===== src/rtl/sar_pkg.sv =====
// Shared types and helpers for the SAR conversion controller.
// sar_ideal_code gives the code a perfect SAR converter returns for a given input voltage.
package sar_pkg;

    typedef enum logic [1:0] {IDLE, SAMPLE, CONVERT, DONE} sar_state_t;

    localparam int SAR_WIDTH = 8;

    // Largest code whose reference level (code*vref/2^width) does not exceed vin.
    function automatic int sar_ideal_code(real vin, real vref, int width);
        int  top;
        real x;
        top = (1 << width) - 1;
        x   = vin / vref * real'(top + 1);
        if (x <= 0.0) return 0;
        if (x >= real'(top)) return top;
        return int'($floor(x));
    endfunction

endpackage


===== src/rtl/sar_controller.sv =====
// Successive-approximation control FSM: sample, one bit trial per settle window, start/done handshake.
// Drives the reference-mux select and captures the comparator decision at the end of each trial.
module sar_controller
    import sar_pkg::*;
#(
    parameter int width         = SAR_WIDTH,
    parameter int SAMPLE_CYCLES = 2,
    parameter int SETTLE_CYCLES = 1
) (
    input  logic             clk,
    input  logic             rst_n,
    input  logic             start,
    input  logic             cmp,
    output logic             sample,
    output logic [width-1:0] dac_code,
    output logic             busy,
    output logic             done,
    output logic [width-1:0] result
);

    localparam int KW = (width > 1) ? $clog2(width) : 1;

    sar_state_t       state, state_n;
    logic [7:0]       cnt, cnt_n;
    logic [KW-1:0]    k, k_n, km1;
    logic [width-1:0] code_n, res_n, trial;
    logic             sample_n, busy_n, done_n;

    always_ff @(posedge clk or negedge rst_n) begin
        if (!rst_n) begin
            state    <= IDLE;
            cnt      <= '0;
            k        <= '0;
            dac_code <= '0;
            result   <= '0;
            sample   <= 1'b0;
            busy     <= 1'b0;
            done     <= 1'b0;
        end else begin
            state    <= state_n;
            cnt      <= cnt_n;
            k        <= k_n;
            dac_code <= code_n;
            result   <= res_n;
            sample   <= sample_n;
            busy     <= busy_n;
            done     <= done_n;
        end
    end

    always_comb begin
        state_n  = state;
        cnt_n    = cnt;
        k_n      = k;
        km1      = k - KW'(1);
        code_n   = dac_code;
        res_n    = result;
        sample_n = sample;
        busy_n   = busy;
        done_n   = 1'b0;
        trial    = dac_code;
        case (state)
            IDLE: begin
                sample_n = 1'b0;
                busy_n   = 1'b0;
                if (start) begin
                    state_n  = SAMPLE;
                    sample_n = 1'b1;
                    busy_n   = 1'b1;
                    cnt_n    = '0;
                end
            end
            SAMPLE: begin
                if (cnt == 8'(SAMPLE_CYCLES - 1)) begin
                    state_n           = CONVERT;
                    sample_n          = 1'b0;
                    cnt_n             = '0;
                    k_n               = KW'(width - 1);
                    code_n            = '0;
                    code_n[width-1]   = 1'b1;
                end else begin
                    cnt_n = cnt + 8'd1;
                end
            end
            CONVERT: begin
                // Comparator is only looked at on the edge closing the trial's last settle cycle.
                if (cnt == 8'(SETTLE_CYCLES - 1)) begin
                    cnt_n = '0;
                    if (!cmp) trial[k] = 1'b0;
                    if (k != '0) begin
                        trial[km1] = 1'b1;
                        k_n        = km1;
                    end else begin
                        state_n = DONE;
                        busy_n  = 1'b0;
                        done_n  = 1'b1;
                        res_n   = trial;
                    end
                    code_n = trial;
                end else begin
                    cnt_n = cnt + 8'd1;
                end
            end
            DONE:    state_n = IDLE;
            default: state_n = IDLE;
        endcase
    end

endmodule


===== config.mk =====
export PLATFORM = sky130hd
export DESIGN_NAME = sar_controller
export DESIGN_NICKNAME = d
export VERILOG_FILES = /design/src/rtl/sar_pkg.sv /design/src/rtl/sar_controller.sv
export SDC_FILE = /design/constraint.sdc
export NUM_CORES = 1
export LEC_CHECK = 0
export BUFFER_PORTS_ARGS = -buffer_cell sky130_fd_sc_hd__buf_2
export CAP_MARGIN = 20
export CELL_PAD_IN_SITES_DETAIL_PLACEMENT = 1
export CELL_PAD_IN_SITES_GLOBAL_PLACEMENT = 1
export CORE_MARGIN = 10
export CORE_UTILIZATION = 35
export DETAILED_ROUTE_END_ITERATION = 7
export PLACE_DENSITY_LB_ADDON = 0.1
export RECOVER_POWER = 25
export SETUP_SLACK_MARGIN = 0.5
export SLEW_MARGIN = 20
export SYNTH_ARGS = -nofsm -noshare
export SYNTH_HDL_FRONTEND = slang
export SYNTH_SLANG_ARGS = --single-unit

===== constraint.sdc =====
create_clock -name clk -period 1.8 [get_ports clk]
set_input_delay 0.45 -clock clk [delete_from_list [all_inputs] [get_ports clk]]
set_output_delay 0.45 -clock clk [all_outputs]
set_load 0.01 [all_outputs]

Yosys cells after proc, flatten, opt, wreduce, memory -nomap -nowiden
Cells that the tools add are included.
- register bits: 32
- input bits: 4
- output and inout port bits: 19
- add/subtract/negate cells: 2
- $lt $le $gt $ge: 4
- equal/unequal tests: 9
- multiplexer cells: 33
- bitwise gates (word level): 4
- reduce and logical (&&, ||, !) cells: 16
- operators by type and width (kind ; count):
    8-bit two-way mux ; 9
    8-bit one-hot mux with 3 select lines ; 1
    8-bit one-hot mux with 2 select lines ; 1
    2-bit != test (second input constant) ; 5
    1-bit two-way mux ; 9
    3-bit two-way mux ; 3
    3-bit AND reduction ; 3
    8-bit by 1-bit adder with 8-bit output (second input constant) ; 1
    8-bit AND ; 1
    8-bit by 1-bit == test with 1-bit output (second input constant) ; 1
    8-bit zero test ; 1
    3-bit by 4-bit < comparator with 1-bit output (second input constant) ; 2
    2-bit two-way mux ; 4
    8-bit inverter ; 1
    8-bit bitwise OR ; 1
    2-bit one-hot mux with 4 select lines ; 1
    4-bit AND reduction ; 2
    1-bit demux with 3-bit select ; 2
    3-bit by 1-bit >= comparator with 1-bit output (second input constant) ; 2
    3-bit one-hot mux with 2 select lines ; 1
    2-bit nonzero test ; 3
    3-bit nonzero test ; 2
    2-bit == test (second input constant) ; 2
    1-bit one-hot mux with 2 select lines ; 2
    6 further kinds ; 8

Depth between registers and ports, before layout
Gate-level depths: netlist of the first run.
- word-level depth: 13
- gate-level depth with buffers: 8

Least setup slack after synthesis of the first run
OpenSTA, ideal clock, no wires.
- path type: flip-flop to flip-flop
- start point: reg cnt[0]
- end point: reg state[1]
- library setup time: 0.128 ns
- data arrival time: 1.840 ns
- data required time: 1.672 ns
- path slack: -0.168 ns
- stages on the path, launching flop included: 8
- buffers on the path: 0
- period minus slack after synthesis: 1.968 ns
- cells stage by stage: dfrtp_1 -> inv_1 -> ha_1 -> nor3b_1 -> nand2_1 -> a22o_1 -> a211oi_2 -> mux2_1
- longest elaborated chain between the ends: 3
- RTL lines (item ; RTL line ; text):
    start, declared ; sar_controller.sv:24 ; logic [7:0] cnt, cnt_n;
    start signal, assigned ; sar_controller.sv:41 ; cnt <= cnt_n;
    8-bit by 1-bit == test with 1-bit output or 8-bit zero test (tied branches) ; sar_controller.sv:74, sar_controller.sv:87 ;
    2-bit != test (no source line) ; n/a ;
    4-bit AND reduction (no source line) (*) ; n/a ;
    end signal, assigned ; sar_controller.sv:40 ; state <= state_n;
    end, declared ; sar_controller.sv:23 ; sar_state_t state, state_n;
Every way passes the cells marked *; elsewhere a longest branch is shown, timed or not.
A chain may end at the register's enable or synchronous reset.

Final worst setup path of the first run
- start point: reg cnt[1]
- end point: reg state[1]
The elaborated chain is that of the path after synthesis.

==> results.yml, run 1 <==
pwr:
  power.total_w: 0.00478
  p_clk_share_pct: 16.2
  irDropWorstVdd_v: 0.000848
  seqPwrFrac_pct: 23.5
  total_net_switching_power_w: 0.00195
  power.density_mw_per_mm2: 1750
  sw_frac_of_total_pct: 40.8
  internal_power_w: 0.00283
  cellLeakagePower_nw: 1.26
  share_comb_of_total_power_pct: 60.3
clocking:
  cts.reportedPaths.clkPinSlew_ps: 70
  cts_tree: "yes"
  clock_tree_root_driver_cell: "sky130_fd_sc_hd__clkbuf_8"
  clock_tree.htree_level_count: 2
  clock_sinks: 32
  cts_inserted_buffers: 5
  clk_buf_depth: 2
  clock_insertion_delay_worst_skew_ps: 290
drt:
  firstDrtPassIters: 4
  residual_drc_count: 0
  route.vias.total: 1720
  violation_count_after_the_first_detailed_routing_iteration: 54
  drt.antenna.violating_nets: 0
  finalWirelength_um: 5790
  avg_vias_per_cell: 5.23
  wl_per_cell_um: 17.6
sta:
  fmax_mhz: 527
  max_slew.worst_pin.slew_ps: 1060
  hold_viol: 0
  number_of_failing_setup_endpoints_in_the_final_timing_report: 7
  timing.final.max_slew_violations: 0
  min_period_over_period_pct: 106
  finalWorstSetupSlack_ps: -99.2
  setup_repair_after_global_routing_missed_its_margin: "true"
  worst_slew_margin_rel_pct: 29.1
  finalCriticalPeriod_ps: 1900
  clock_skew_ps: 7.29
  final.hold.worst_slack_ps: 330
grt:
  grt_use_total_pct: 13.5
  first_global_vias: 1799
  grt_pass1_wl_um: 9160
  antenna_violations_before_repair: 0
  globalRouteOverflowTotal: 0
  grt_max_degree: 18
synthesis:
  yosysWarnings: 0
  syn-cell-area_mm2: 0.00175
  synth_async_sr_flop_share_pct: 100
  seq_area_frac_synth_pct: 45.7
  synth_ff_type: "sky130_fd_sc_hd__dfrtp_1"
  post_synth.cell_area_avg_um2: 9.42
  post_synth_inst_count: 186
  ys_seq_elements: 32
  netlist-cell-type-count: 38
  synth_nets: 198
  number_of_flops_mapped_to_enable_cells_by_yosys: 0
setup_path:
  worstSetupPathType: "flip-flop to flip-flop"
  timing.critical_path.fanout_max: 3
  critical_path.slowest_cell: "sky130_fd_sc_hd__dfrtp_1"
  cp.required_ps: 1970
  path_cells: "inv_2, ha_4, nor3b_4, nand2_1, a22o_1, a211oi_2, mux2_1"
  setup.worst_path.start_class: "flip-flop"
  critical_path.endpoint_type: "flip-flop"
  worst-endpoint-arrival_ps: 2070
  r2r_cells: 7
  critPathMaxStageDelay_ps: 390
die:
  boundaryPins: 23
  initial_utilization_pct: 36.6
  floorplan.die_area_mm2: 0.00824
  core_mm2: 0.00479
  dieWidth_um: 90.8
  row_count: 25
  die_y_um: 90.8
layout:
  final_common_cell: "sky130_fd_sc_hd__buf_4"
  antenna_diode_count: 0
  mostFrequentLayoutCells: "40 x sky130_fd_sc_hd__buf_4, 31 x sky130_fd_sc_hd__dfrtp_1, 21 x sky130_fd_sc_hd__buf_2, 17 x sky130_fd_sc_hd__nand2_1, 16 x sky130_fd_sc_hd__o21ai_1"
  layout-area-overhead-vs-synth_pct: 56.2
  total_number_of_nets_in_the_final_design: 273
  postLayoutCellArea_mm2: 0.00274
  drive_gt1_share_pct: 49.6
place:
  finalWeightedCongestion: 0.802
  dp.final_hpwl_um: 3840
  port_buffers: 22
  detailed_place.area_mm2: 0.00218
worst_hold_path:
  min-delay-path-class: "input port to asynchronous set/reset pin"
status:
  failed_checks: "negative setup slack"
  status: "finished, violations left"
flow_run:
  cap_viol_max_count: 0
-- metrics by stage --
| step | setup WS [ps] | cells | TNS, ps | util [%] |
|---|---|---|---|---|
| 2_1_floorplan | 6.57 | 186 | 0 | - |
| 3_3_place_gp | 20.1 | 292 | 0 | 45.5 |
| 3_5_place_dp | -45.0 | 292 | -45.0 | 45.5 |
| 4_1_cts | -28.4 | 314 | -66.0 | 53.4 |
| 5_1_grt | -193 | 329 | -2590 | 57.2 |
| 6_report | -99.2 | 329 | -169 | 57.2 |
-- flip-flops by register name (all words and copies together), names as in the netlist --
register  count
dac_code      8
busy          1
result        8
cnt           8
done          1
state         2
k             3
sample        1
-- worst paths after layout --
check,slack (ps),end,startpoint
min in group clk,440,busy,start
min,330,dac_code[4],rst_n
max,-100,state[1],cnt[1]
max reg2reg,-100,state[1],cnt[1]
min reg2reg,500,result[5],result[5]
max in group asynchronous,750,state[0],rst_n
-- cells by family (layout without fill, tap and decap cells) --
group                      count (synthesis)  in the layout  share of synthesized area, %
adders and majority gates                  8              8                          5.71
buffers and inverters                     15             91                          3.21
AOI/OAI and AO/OA                         59             59                          22.2
xor gates and xnor gates                   2              2                         0.999
muxes                                      5              5                          3.00
DFF                                       32             32                          45.7
and+or+nand+nor                           65             65                          19.2
-- cells in the mapped netlist, types with 2 or more instances --
library cell / count / area [µm²]
sky130_fd_sc_hd__o21ai_0: 19 / 95.1
sky130_fd_sc_hd__nand2b_1: 6 / 37.5
sky130_fd_sc_hd__nor2_1: 11 / 41.3
sky130_fd_sc_hd__nor3_1: 3 / 15.0
sky130_fd_sc_hd__o41ai_1: 2 / 17.5
sky130_fd_sc_hd__o31ai_1: 8 / 60.1
sky130_fd_sc_hd__nand2_1: 23 / 86.3
sky130_fd_sc_hd__ha_1: 8 / 100
sky130_fd_sc_hd__nand4_1: 3 / 18.8
sky130_fd_sc_hd__nand3_1: 5 / 25.0
sky130_fd_sc_hd__xor2_1: 2 / 17.5
sky130_fd_sc_hd__or3_1: 2 / 12.5
sky130_fd_sc_hd__inv_1: 8 / 30.0
sky130_fd_sc_hd__a21oi_1: 12 / 60.1
sky130_fd_sc_hd__mux2i_1: 3 / 30.0
sky130_fd_sc_hd__a21o_1: 4 / 30.0
sky130_fd_sc_hd__a22o_1: 5 / 43.8
sky130_fd_sc_hd__o21bai_1: 2 / 15.0
sky130_fd_sc_hd__clkbuf_1: 7 / 26.3
sky130_fd_sc_hd__dfrtp_1: 32 / 801
sky130_fd_sc_hd__nor2b_1: 4 / 25.0
-- power by group through the flow --
stage                     clock network, W  logic [W]  registers [W]
after floorplan                          0    0.00129        0.00115
after global placement                   0    0.00200        0.00110
after detailed placement                 0    0.00206        0.00112
after CTS                         0.000790    0.00247        0.00112
after global routing              0.000818    0.00314        0.00116
final                             0.000772    0.00288        0.00112
-- final cells by class --
cell class	instances	area [µm²]
clock inverters	1	30.0
inverters	8	37.5
multi-input cells	139	1120
flip-flops and latches	32	802
well taps	67	83.8
repair buffers	75	568
fillers	538	2050
clock buffers	7	96.3
-- layer usage --
metal  track usage [%]  part of all wire, %  up-vias
li1                  -                    -      825
met1              14.5                   40      859
met2              24.8                   55       26
met3              3.41                  3.0       10
met4              5.09                  2.0        0
met5                 0                    0        -
-- worst max-delay path: cells and delay by family (launching register included) --
kind / cells / cell delay (ps)
compound gates: 2 / 470
fa+ha+maj: 1 / 130
buf+inv: 1 / 90
simple gates: 2 / 350
mux: 1 / 350
flops: 1 / 390
-- what timing repair did --
item	CTS	global route
gates cloned	1	1
endpoints found under the setup margin	36	48
buffers inserted	13	14
resized for setup	48	19
pin swaps	14	10
hold buffers	0	0
Note: power is estimated with default switching activity, not from simulation.
==> inputs of run 2 (changes only) <==
--- a/config.mk
+++ b/config.mk
@@ -8,9 +8,9 @@
 export BUFFER_PORTS_ARGS = -buffer_cell sky130_fd_sc_hd__buf_2
 export CAP_MARGIN = 20
 export CELL_PAD_IN_SITES_DETAIL_PLACEMENT = 1
-export CELL_PAD_IN_SITES_GLOBAL_PLACEMENT = 1
+export CELL_PAD_IN_SITES_GLOBAL_PLACEMENT = 2
 export CORE_MARGIN = 10
-export CORE_UTILIZATION = 35
+export CORE_UTILIZATION = 32
 export DETAILED_ROUTE_END_ITERATION = 7
 export PLACE_DENSITY_LB_ADDON = 0.1
 export RECOVER_POWER = 25
==> run 2 against run 1 <==
  * The flow still finishes with violations (negative setup slack)
  * Total power shrank 1.6%
  * Via count decreased by 2.6%
  * Register-to-register slack improved by 20 ps
  * Non-clock buffer count decreased by 6
  * Cell count decreased by 0.91%
  * Critical path type unchanged
  * Largest cell class unchanged
==> results.yml, run 2 (same netlist as run 1, synthesis figures left out) <==
status:
  status: "finished, violations left"
  failed_checks: "negative setup slack"
sta:
  setup_repair_after_global_routing_missed_its_margin: "true"
  fin_tns_setup_ps: -237
  max_slew.worst_pin.slew_ps: 1030
  worst_slew_margin_rel_pct: 31.0
  timing.final.max_slew_violations: 0
  fmax_mhz: 531
  min_period_over_period_pct: 105
  hold_viol: 0
  finalWorstSetupSlack_ps: -81.9
  final.hold.worst_slack_ps: 313
  number_of_failing_setup_endpoints_in_the_final_timing_report: 5
  clock_skew_ps: 10.4
  finalCriticalPeriod_ps: 1880
place:
  dp.final_hpwl_um: 3950
  detailed_place.area_mm2: 0.00219
  port_buffers: 22
  finalWeightedCongestion: 0.821
  dp.cells: 296
layout:
  postLayoutCellArea_mm2: 0.00273
  reg.largest.list: "cnt (8), dac_code (8), result (8)"
  mostFrequentLayoutCells: "32 x sky130_fd_sc_hd__dfrtp_1, 32 x sky130_fd_sc_hd__buf_4, 20 x sky130_fd_sc_hd__buf_2, 15 x sky130_fd_sc_hd__nand2_1, 13 x sky130_fd_sc_hd__buf_6"
  final-seq-area_um2: 801
  antenna_diode_count: 0
  n_fill_cell: 595
  total_area_of_multi_input_combinational_cells_mm2: 0.00115
  total_number_of_nets_in_the_final_design: 267
  drive_gt1_share_pct: 50.8
  final_cells: 326
  layout-area-overhead-vs-synth_pct: 55.7
clocking:
  hold_buf_count_cts: 0
  cts_tree: "yes"
  clock_tree.htree_level_count: 2
  cts_inserted_buffers: 5
  clk_buf_depth: 2
  clock_insertion_delay_worst_skew_ps: 290
  clock_tree_root_driver_cell: "sky130_fd_sc_hd__clkbuf_8"
  cts.reportedPaths.clkPinSlew_ps: 80
  clock_sinks: 32
setup_path:
  crit-reg2reg-capture: "state[1]"
  timing.reg2reg.setup_slack_ps: -80
  critical_path.endpoint_type: "flip-flop"
  critical_path.slowest_cell: "sky130_fd_sc_hd__dfrtp_1"
  worstSetupPathType: "flip-flop to flip-flop"
  worst-endpoint-arrival_ps: 2050
  timing.critical_path.fanout_max: 3
  cp_num_buf_inv: 1
  setup.worst_path.start_class: "flip-flop"
  reg2reg_from: "cnt[3]"
  cp.required_ps: 1970
  cpLargestDelayFamily: "compound AO/OA/AOI/OAI gates"
  critPathMaxStageDelay_ps: 420
  r2r_cells: 6
  path_cells: "nor4_4, buf_4, nand2_2, a22o_1, a211oi_2, mux2_4"
grt:
  first_global_vias: 1774
  globalRouteOverflowTotal: 0
  met3_global_route_usage_pct: 3.20
  grt_most_used_layer: "met2"
  grt_use_total_pct: 12.3
  grt_pass1_wl_um: 8740
  grtUsageMet2_pct: 22.9
  antenna_violations_before_repair: 0
  grt_max_degree: 18
  grtUsageMet1_pct: 13.3
drt:
  drt.antenna.violating_nets: 0
  route.vias.total: 1676
  wl_per_cell_um: 16.8
  residual_drc_count: 0
  avg_vias_per_cell: 5.14
  violation_count_after_the_first_detailed_routing_iteration: 38
  firstDrtPassIters: 4
  finalWirelength_um: 5480
die:
  dieWidth_um: 94.0
  row_count: 26
  die_y_um: 94.0
  initial_utilization_pct: 33.7
  floorplan.die_area_mm2: 0.00884
  boundaryPins: 23
  core_mm2: 0.00520
flow_run:
  cap_viol_max_count: 0
pwr:
  cellLeakagePower_nw: 1.25
  irDropWorstVdd_v: 0.00103
  power.density_mw_per_mm2: 1720
worst_hold_path:
  min-delay-path-class: "input port to asynchronous set/reset pin"
run 2: final cells by class:
type                            instances  share of cell area (%)
Sequential cell                        32                    29.3
Clock buffer                            5                    2.52
Clock inverter                          3                    1.56
Multi-Input combinational cell        139                    42.3
Tap cell                               70                    3.21
Timing Repair Buffer                   69                    19.8
Inverter                                8                    1.28
run 2: worst max path at each step:
stage	slack (ps)	depth (start not counted)	to	from
2_1_floorplan	7	5	state[1]	cnt[5]
3_5_place_dp	-50	7	state[1]	cnt[0]
4_1_cts	-40	6	state[1]	cnt[2]
6_report	-80	6	state[1]	cnt[3]
3_3_place_gp	40	5	state[1]	cnt[5]
5_1_grt	-160	7	dac_code[4]	cnt[3]
run 2: metal layers:
| metal | share of wire [%] | routed length (µm) | up-vias |
|---|---|---|---|
| li1 | - | - | 810 |
| met5 | 0 | 0 | - |
| met4 | 0.80 | 44 | 0 |
| met3 | 3.8 | 208 | 4 |
| met2 | 55 | 3010 | 20 |
| met1 | 40 | 2220 | 842 |
run 2: timing repair:
item / in CTS / in global routing
resized for setup: 35 / 43
gates cloned: 1 / 0
pin swaps: 5 / 13
endpoints found under the setup margin: 37 / 39
setup buffers: 9 / 12
run 2: power by group:
part / switching, W / internal [W] / total, W
clock: 0.000300 / 0.000410 / 0.000710
combinational: 0.00150 / 0.00137 / 0.00288
sequential: 0.000173 / 0.000939 / 0.00111
run 2: per-stage QoR:
stage / worst slack (ps) / util (%) / total power (W)
2_1_floorplan: 6.57 / - / 0.00243
3_3_place_gp: 36.8 / 42.1 / 0.00315
3_5_place_dp: -45.9 / 42.1 / 0.00324
4_1_cts: -42.8 / 47.7 / 0.00426
5_1_grt: -161 / 52.5 / 0.00502
6_report: -81.9 / 52.5 / 0.00470
==> inputs of run 3 (changes only) <==
--- a/config.mk
+++ b/config.mk
@@ -5,14 +5,15 @@
 export SDC_FILE = /design/constraint.sdc
 export NUM_CORES = 1
 export LEC_CHECK = 0
+export ABC_AREA = 1
 export BUFFER_PORTS_ARGS = -buffer_cell sky130_fd_sc_hd__buf_2
 export CAP_MARGIN = 20
 export CELL_PAD_IN_SITES_DETAIL_PLACEMENT = 1
 export CELL_PAD_IN_SITES_GLOBAL_PLACEMENT = 2
 export CORE_MARGIN = 10
-export CORE_UTILIZATION = 32
+export CORE_UTILIZATION = 31
 export DETAILED_ROUTE_END_ITERATION = 7
-export PLACE_DENSITY_LB_ADDON = 0.1
+export PLACE_DENSITY = 0.85
 export RECOVER_POWER = 25
 export SETUP_SLACK_MARGIN = 0.5
 export SLEW_MARGIN = 20
==> run 3 against run 2 <==
  * The run now ends clean
  * Global-route usage is 0.69 points higher
  * Critical path depth increased by 3
  * Wire length is 18% higher
  * Die area increased by 13%
  * Sequential cell count unchanged
  * Combinational power rose by 33%
  * Cell count up 23%
  * Highest routed layer unchanged
==> results.yml, run 3 <==
status:
  status: "finished clean"
layout:
  reg.largest.list: "cnt (8), dac_code (8), result (8)"
  final_common_cell: "sky130_fd_sc_hd__nand2_1"
  drive_gt1_share_pct: 50.0
  mostFrequentLayoutCells: "69 x sky130_fd_sc_hd__nand2_1, 41 x sky130_fd_sc_hd__buf_4, 30 x sky130_fd_sc_hd__dfrtp_1, 22 x sky130_fd_sc_hd__buf_2, 16 x sky130_fd_sc_hd__inv_2"
  n_fill_cell: 726
  layout-area-overhead-vs-synth_pct: 50.8
  total_number_of_nets_in_the_final_design: 337
  final-seq-area_um2: 803
  final_cells: 401
  antenna_diode_count: 0
  total_area_of_multi_input_combinational_cells_mm2: 0.00127
pwr:
  cellLeakagePower_nw: 1.49
  power.density_mw_per_mm2: 1930
  irDropWorstVdd_v: 0.000697
grt:
  grt_pass1_wl_um: 10400
  grt_use_total_pct: 13.0
  antenna_violations_before_repair: 0
  grt_max_degree: 33
  globalRouteOverflowTotal: 0
  first_global_vias: 2023
clocking:
  clock_sinks: 32
  clk_buf_depth: 2
  clock_insertion_delay_worst_skew_ps: 290
  cts_tree: "yes"
  cts.reportedPaths.clkPinSlew_ps: 70
  clock_tree_root_driver_cell: "sky130_fd_sc_hd__clkbuf_8"
  clock_tree.htree_level_count: 2
  cts_inserted_buffers: 5
setup_path:
  cp.required_ps: 1980
  worstSetupPathType: "flip-flop to flip-flop"
  timing.critical_path.fanout_max: 8
  worst-endpoint-arrival_ps: 1630
  crit-reg2reg-capture: "result[3]"
  critical_path.endpoint_type: "flip-flop"
  reg2reg_from: "state[0]"
  setup.worst_path.start_class: "flip-flop"
  r2r_cells: 9
  timing.reg2reg.setup_slack_ps: 350
synthesis:
  syn-cell-area_mm2: 0.00197
  yosys-top-cells-count: "81 x sky130_fd_sc_hd__nand2_1, 32 x sky130_fd_sc_hd__dfrtp_1, 21 x sky130_fd_sc_hd__inv_1, 21 x sky130_fd_sc_hd__o21ai_0, 15 x sky130_fd_sc_hd__nand3_1"
  synth.most_common_cell: "sky130_fd_sc_hd__nand2_1"
  number_of_flops_mapped_to_enable_cells_by_yosys: 0
  seq_area_frac_synth_pct: 40.6
  ys_seq_elements: 32
  synth_async_sr_flop_share_pct: 100
  synth_area_leaders: "sky130_fd_sc_hd__dfrtp_1 41%, sky130_fd_sc_hd__nand2_1 15%, sky130_fd_sc_hd__o21ai_0 5.3%, sky130_fd_sc_hd__ha_1 5.1%, sky130_fd_sc_hd__inv_1 4.0%"
  post_synth_inst_count: 247
  synth_nets: 259
  share_of_the_synthesized_area_in_the_top_cell_type_pct: 40.6
  yosysWarnings: 0
  post_synth.cell_area_avg_um2: 7.98
  netlist-cell-type-count: 26
  synth_ff_type: "sky130_fd_sc_hd__dfrtp_1"
  synth_largest_area_cell: "sky130_fd_sc_hd__dfrtp_1"
sta:
  hold_viol: 0
  max_slew.worst_pin.slew_ps: 831
  worst_slew_margin_rel_pct: 44.6
  clock_skew_ps: 9.25
  fin_tns_setup_ps: 0
  number_of_failing_setup_endpoints_in_the_final_timing_report: 0
  finalCriticalPeriod_ps: 1450
  min_period_over_period_pct: 80.7
  setup_repair_after_global_routing_missed_its_margin: "true"
  fmax_mhz: 688
  timing.final.max_slew_violations: 0
drt:
  route.vias.total: 1961
  wl_per_cell_um: 16.2
  violation_count_after_the_first_detailed_routing_iteration: 92
  finalWirelength_um: 6490
  avg_vias_per_cell: 4.89
  drt.antenna.violating_nets: 0
  residual_drc_count: 0
  firstDrtPassIters: 4
place:
  dp.final_hpwl_um: 3880
  dp.cells: 344
  port_buffers: 22
  finalWeightedCongestion: 0.822
flow_run:
  cap_viol_max_count: 0
worst_hold_path:
  min-delay-path-class: "input port to asynchronous set/reset pin"
die:
  core_mm2: 0.00606
  row_count: 28
  floorplan.die_area_mm2: 0.00995
  die_y_um: 99.7
  dieWidth_um: 99.7
  boundaryPins: 23
  initial_utilization_pct: 32.5
==> run 3: changes by cell type after synthesis, moves of 5 or more <==
cell                       previous run  this run
sky130_fd_sc_hd__a21oi_1             12         4
sky130_fd_sc_hd__nand2_1             23        81
sky130_fd_sc_hd__nand3_1              5        15
sky130_fd_sc_hd__inv_2                0         9
sky130_fd_sc_hd__o21ai_2              0         8
sky130_fd_sc_hd__inv_1                8        21
sky130_fd_sc_hd__a22o_1               5         0
sky130_fd_sc_hd__nand2_2              0         6
sky130_fd_sc_hd__nand2_4              0         5
sky130_fd_sc_hd__nand2b_1             6         0
sky130_fd_sc_hd__nand4_1              3        11
sky130_fd_sc_hd__clkbuf_1             7         1
sky130_fd_sc_hd__o31ai_1              8         0
==> run 3: per-layer routing <==
layer | track usage, % | wire length (µm) | vias to the layer above | share of wire, %
li1 | - | - | 965 | -
met1 | 16.0 | 2900 | 953 | 45
met2 | 21.4 | 3200 | 35 | 49
met3 | 3.25 | 313 | 8 | 4.8
met4 | 4.41 | 83 | 0 | 1.3
met5 | 0 | 0 | - | 0
==> run 3: final cells by class <==
type,count,share of cell area (%)
clock buffers,7,3.24
clock inverters,1,1.01
inverters,32,4.84
multi-input cells,181,42.7
flip-flops and latches,32,27.0
well taps,75,3.16
repair buffers,72,17.9
repair inverters,1,0.211
==> run 3: how the worst max path moves through the flow <==
stage               startpoint         to  slack, ps  cells after the start
finish                state[0]  result[3]        350                      9
global route            cnt[4]       k[0]        280                      9
CTS                   state[0]  result[0]        390                      9
detailed placement    state[1]       k[1]        190                      8
global placement      state[1]       k[0]        240                      8
floorplan             state[0]  result[4]        380                     11
==> run 3: stage by stage <==
| step | total power, W | hold slack, ps | util (%) | instance area (µm²) | setup slack, ps |
|---|---|---|---|---|---|
| 2_1_floorplan | 0.00287 | 154 | - | 1990 | 377 |
| 3_3_place_gp | 0.00344 | 462 | 35.9 | 2180 | 238 |
| 3_5_place_dp | 0.00351 | 468 | 35.9 | 2180 | 188 |
| 4_1_cts | 0.00531 | 188 | 46.4 | 2810 | 395 |
| 5_1_grt | 0.00615 | 398 | 49.0 | 2970 | 283 |
| 6_report | 0.00574 | 326 | 49.0 | 2970 | 347 |
==> run 3: critical path: stages (launching register included) <==
cell and delay (ps):
sky130_fd_sc_hd__dfrtp_1 400, sky130_fd_sc_hd__inv_2 120, sky130_fd_sc_hd__ha_4 190, sky130_fd_sc_hd__inv_6 50, sky130_fd_sc_hd__nor2_4 120, sky130_fd_sc_hd__inv_4 60, sky130_fd_sc_hd__nor2_8 200, sky130_fd_sc_hd__inv_8 80
sky130_fd_sc_hd__nand2_2 70, sky130_fd_sc_hd__o21ai_2 50
==> run 3: kinds of logic (layout without fill, tap and decap cells) <==
logic type                 count (synthesis)  count (layout)  synth area share (%)
buffers and inverters                     36             113                  8.70
adders and majority gates                  8               8                  5.08
and+or+nand+nor                          131             133                  32.8
DFF                                       32              32                  40.6
AOI/OAI and AO/OA                         37              37                  11.4
xor gates and xnor gates                   3               3                  1.33
==> run 3: power breakdown <==
| part | total, W | switching (W) | internal, W | leakage [nW] |
|---|---|---|---|---|
| clock network | 0.000775 | 0.000286 | 0.000489 | 0.0645 |
| logic | 0.00382 | 0.00217 | 0.00165 | 1.02 |
| registers | 0.00114 | 0.000163 | 0.000980 | 0.407 |
| total | 0.00574 | 0.00262 | 0.00312 | 1.49 |
==> run 3: timing repair <==
action                                  4_1_cts  5_1_grt
setup buffers                                33       13
resized for setup                            57       22
gates cloned                                  3        0
pin swaps                                    21       10
hold buffers                                  0        0
endpoints found under the setup margin       36       47
